==> config.mk <==
export PLATFORM = sky130hd
export DESIGN_NAME = bram_port_arbiter
export DESIGN_NICKNAME = d
export VERILOG_FILES = /design/src/rtl/bram_arb_pkg.sv /design/src/rtl/bram_arb_rr.sv /design/src/rtl/bram_port_arbiter.sv
export SDC_FILE = /design/constraint.sdc
export NUM_CORES = 1
export LEC_CHECK = 0
export ABC_AREA = 1
export CORE_ASPECT_RATIO = 0.7
export CORE_MARGIN = 2
export CORE_UTILIZATION = 27
export CTS_CLUSTER_SIZE = 28
export DETAILED_ROUTE_END_ITERATION = 12
export PLACE_DENSITY = 0.74
export SLEW_MARGIN = 20
export SYNTH_ARGS = -nofsm -noshare
export SYNTH_HDL_FRONTEND = slang
export SYNTH_HIERARCHICAL = 1
export SYNTH_SLANG_ARGS = --single-unit
==> constraint.sdc <==
create_clock -name clk -period 1.7 [get_ports clk]
set_input_delay 0.34 -clock clk [delete_from_list [all_inputs] [get_ports clk]]
set_output_delay 0.34 -clock clk [all_outputs]
set_load 0.02 [all_outputs]
==> src/rtl/bram_arb_pkg.sv <==
// bram_arb_pkg: shared types for the two-requester BRAM port arbiter
package bram_arb_pkg;
    typedef enum logic [1:0] {IDLE, OWN0, OWN1} arb_state_t;
    typedef logic req_id_t;
endpackage

==> src/rtl/bram_arb_rr.sv <==
// bram_arb_rr: combinational two-input round-robin picker
module bram_arb_rr
    import bram_arb_pkg::*;
(
    input  logic [1:0] valid,
    input  req_id_t    last_gnt,
    output logic [1:0] gnt
);
    always_comb gnt = {valid[1] & (~valid[0] | ~last_gnt), valid[0] & (~valid[1] | last_gnt)};
endmodule

==> src/rtl/bram_port_arbiter.sv <==
// bram_port_arbiter: shares one single-port BRAM between two requesters with
// round-robin grant, locked bursts and read-data routing.
module bram_port_arbiter
    import bram_arb_pkg::*;
#(
    parameter int ADDR_WIDTH = 10,
    parameter int DATA_WIDTH = 16,
    parameter int MAX_BURST  = 16
) (
    input  logic                  clk,
    input  logic                  rst,
    input  logic                  rq0_valid,
    output logic                  rq0_ready,
    input  logic                  rq0_we,
    input  logic [ADDR_WIDTH-1:0] rq0_addr,
    input  logic [DATA_WIDTH-1:0] rq0_wdata,
    input  logic                  rq0_lock,
    input  logic                  rq1_valid,
    output logic                  rq1_ready,
    input  logic                  rq1_we,
    input  logic [ADDR_WIDTH-1:0] rq1_addr,
    input  logic [DATA_WIDTH-1:0] rq1_wdata,
    input  logic                  rq1_lock,
    output logic                  rs0_valid,
    output logic [DATA_WIDTH-1:0] rs0_data,
    output logic                  rs1_valid,
    output logic [DATA_WIDTH-1:0] rs1_data,
    output logic                  mem_we,
    output logic [ADDR_WIDTH-1:0] mem_addr,
    output logic [DATA_WIDTH-1:0] mem_din,
    input  logic [DATA_WIDTH-1:0] mem_dout,
    output logic                  grant_id,
    output logic                  busy
);
    localparam int CW = $clog2(MAX_BURST);

    arb_state_t            state;
    req_id_t               last_gnt, sel, pend_id;
    logic [CW-1:0]         burst_cnt;
    logic                  pend_vld, acc, sel_we, sel_lock, release_beat;
    logic [1:0]            gnt;
    logic [ADDR_WIDTH-1:0] addr_q, sel_addr;

    bram_arb_rr u_rr (
        .valid    ({rq1_valid, rq0_valid} & {2{~rst}}),
        .last_gnt (last_gnt),
        .gnt      (gnt)
    );

    // An owner keeps the port across its own bubbles; the other side stays stalled.
    always_comb begin
        sel          = (state == OWN1) || (state == IDLE && gnt[1]);
        rq0_ready    = !rst && rq0_valid && (state == OWN0 || (state == IDLE && gnt[0]));
        rq1_ready    = !rst && rq1_valid && (state == OWN1 || (state == IDLE && gnt[1]));
        acc          = rq0_ready || rq1_ready;
        sel_we       = sel ? rq1_we : rq0_we;
        sel_lock     = sel ? rq1_lock : rq0_lock;
        sel_addr     = sel ? rq1_addr : rq0_addr;
        release_beat = !sel_lock || burst_cnt == CW'(MAX_BURST - 1);
        mem_we       = acc && sel_we;
        mem_addr     = acc ? sel_addr : addr_q;
        mem_din      = sel ? rq1_wdata : rq0_wdata;
        grant_id     = sel;
        rs0_valid    = pend_vld && !pend_id;
        rs1_valid    = pend_vld && pend_id;
        rs0_data     = rs0_valid ? mem_dout : '0;
        rs1_data     = rs1_valid ? mem_dout : '0;
        busy         = state != IDLE || pend_vld;
    end

    always_ff @(posedge clk or posedge rst) begin
        if (rst) begin
            state     <= IDLE;
            last_gnt  <= 1'b1;
            burst_cnt <= '0;
            pend_vld  <= 1'b0;
            pend_id   <= 1'b0;
            addr_q    <= '0;
        end else begin
            pend_vld <= acc && !sel_we;
            pend_id  <= sel;
            if (acc) begin
                addr_q <= sel_addr;
                if (release_beat) begin
                    state     <= IDLE;
                    last_gnt  <= sel;
                    burst_cnt <= '0;
                end else begin
                    state     <= sel ? OWN1 : OWN0;
                    burst_cnt <= burst_cnt + 1'b1;
                end
            end
        end
    end
endmodule

==> impl_metrics.yaml <==
run_status:
  outcome: "finished, violations left"
  violations: "negative setup slack"
global_route:
  grt_overflow: 0
  grt_pass1_vias: 1993
  grt_max_degree: 20
  grtUsageTotal: 0.190
  grt_pass1_wl_mm: 9.24
  antenna_found_initial: 0
sta:
  fmax_mhz: 456
  setup_ws_ns: -0.492
  fin_crit_ns: 2.19
  setup_viol: 37
  worstMarginPinSlew_ns: 0.256
  period_share: 1.29
  finalHoldViolCount: 0
  relSlewSlack: 0.830
  final-max-slew-violation-count: 0
  finClkSkew_ns: 0.00176
  rsz0062_at_grt: "yes"
placement:
  gp_congestion: 0.804
  dp.cells: 459
  io_buffers: 140
  dp_hpwl_mm: 4.38
critical_path:
  crit_path_end_kind: "output pin"
  path_cells: "a21oi_4, o21ai_4, buf_6, inv_8, buf_12, o211ai_1, nand2_2, buf_6"
  slowest_delay_ns: 0.58
  start_kind: "flop"
  crit_type: "flop to output pin"
  crit_fanout: 6
  reg2reg_slack_ns: 0.03
  critPathMostFrequentCell: "buf_6"
  arrival_ns: 1.85
  critPathSlowestCell: "dfstp_2"
  worst-path-buf-inv: 4
  critPathTopFamily: "flip-flops"
  crit_required_ns: 1.36
cells_and_area:
  fin_cells: 489
  syn_to_final_growth_pct: 161
  final_cell_mix: "clkdlybuf4s50_1 (72), buf_6 (59), nand2_1 (45)"
  drive_gt1_frac: 0.484
  final_nets: 495
  finish.utilization: 0.737
  antenna_cells: 0
  final_common_cell: "clkdlybuf4s50_1"
synthesis:
  ys_async_sr_fraction: 1.00
  ys_types: 29
  synth_edf_count: 0
  synth_area_mm2: 0.00149
  yosys.area.top_type_share: 0.302
  synth_warnings: 6
  synth.net_count: 315
  ys_ff_latch: 19
  synth_largest_area_cell: "dfrtp_1"
  synth_area_leaders: "dfrtp_1 (30%), nand2_1 (23%), inv_1 (8.6%)"
  syn_avg_cell_area_um2: 6.27
  syn-instance-count: 238
  synth-seq-area-share: 0.320
  dominantRegCellSynth: "dfrtp_1"
clock_network:
  numCtsBuffers: 3
  cts_sinks: 19
  cts_tree: "yes"
  clockBufferDepth: 2
  ctsHtreeMaxLevel: 1
  clk_pin_slew_ns: 0.07
  root_buffer: "clkbuf_8"
  hold_buffers: 0
  clkLatencyLatePin_ns: 0.25
route:
  drcViolationCount: 0
  wl_mm: 6.42
  wire_per_inst_um: 13.1
  wl_met1_mm: 2.56
  dr.pass1.iters: 4
  drt_iter0_drc: 81
  top_layer: "met4"
  wl_met2_mm: 3.19
  met3_length_um: 599
  vias: 2157
  viasPerCell: 4.41
  ant_nets: 0
floorplan:
  io_pins: 141
  die-area_mm2: 0.00614
  core_area_mm2: 0.00529
  initial_core_util: 0.282
  core.rowCount: 22
  die_h_um: 66.2
  die_x_um: 92.8
worst_hold_path:
  hold_class: "primary input to async pin"
power_and_ir_drop:
  vdd_drop_max_mv: 0.955
  p_leak_uw: 0.00197
  power_density_mw_per_mm2: 1370
flow_run:
  max_cap_violations: 0
[path summary, 6_finish.rpt]
check                               start          end  cells after the start
worst min register to register  addr_q[3]    addr_q[3]                      2
worst min-delay path                  rst      pend_id                      3
min in group clk                addr_q[3]    addr_q[3]                      2
worst max-delay path             last_gnt  mem_addr[7]                      8
max in group asynchronous             rst     last_gnt                      3
worst max register to register   last_gnt    addr_q[8]                      8
[synthesized netlist by cell type, types with 2 or more instances]
master,n
nand3_1,6
nand2_1,92
o21ai_1,4
inv_1,34
xor2_1,2
nand3_2,2
buf_4,3
or2_1,9
nor2_2,2
dfrtp_1,18
buf_6,3
o211ai_1,9
nor2_1,34
inv_2,3
clkbuf_1,2
buf_2,2
[routing by layer]
metal	vias to the layer above	track usage
met3	8	0.0582
met1	971	0.237
met4	0	0.0441
met5	-	0
met2	99	0.324
li1	1079	-
[per-stage QoR]
stage / power [uW] / area (um2) / setup TNS, ns / hold WS, ns / setup WS, ns
detailed placement: 3670 / 3150 / -45.64 / 0.458 / -1.20
global route: 5690 / 3900 / -14.43 / 0.177 / -0.571
CTS: 4810 / 3490 / -12.69 / 0.165 / -0.507
floorplan: 2330 / 1560 / -0.0342 / 0.290 / -0.00596
finish: 5360 / 3900 / -10.96 / 0.163 / -0.492
global placement: 3650 / 3150 / -44.55 / 0.456 / -1.20
[sequential cells by signal, summed over array words and instances, names as in the netlist]
signal and count:
addr_q 10, burst_cnt 4, state 2, last_gnt 1, pend_id 1, pend_vld 1
[worst reg2reg max path: cells and delay by family (launching register included)]
kind / cells / cell delay, ns
simple gates: 1 / 0.10
buf+inv: 4 / 0.47
compound gates: 3 / 0.43
flops: 1 / 0.58
[cells by family after synthesis]
logic type,count (synthesis),share of synthesized area
and+or+nand+nor,151,0.434
xor gates and xnor gates,2,0.0117
buffers and inverters,48,0.147
AOI/OAI and AO/OA,17,0.0797
adders and majority gates,1,0.00839
DFF,19,0.320
[final cells by class]
| type | count | area [um2] |
|---|---|---|
| Clock buffer | 4 | 45.0 |
| Fill cell | 395 | 1390 |
| Inverter | 38 | 169 |
| Multi-Input combinational cell | 172 | 1190 |
| Sequential cell | 19 | 477 |
| Tap cell | 72 | 90.1 |
| Timing Repair Buffer | 184 | 1930 |
[what timing repair did]
item / 4_1_cts / 5_1_grt
cloned: 5 / 1
pin swaps: 32 / 32
setup buffers: 14 / 8
gates resized for setup: 307 / 150
endpoints found under the setup margin: 83 / 70
hold endpoints to repair: 0 / 0
[power breakdown]
| group | internal (uW) | total (uW) | switching [uW] |
|---|---|---|---|
| clock network | 167 | 314 | 147 |
| registers | 654 | 774 | 120 |
| logic | 2210 | 4270 | 2060 |
Power figures use the tool's default switching activity.
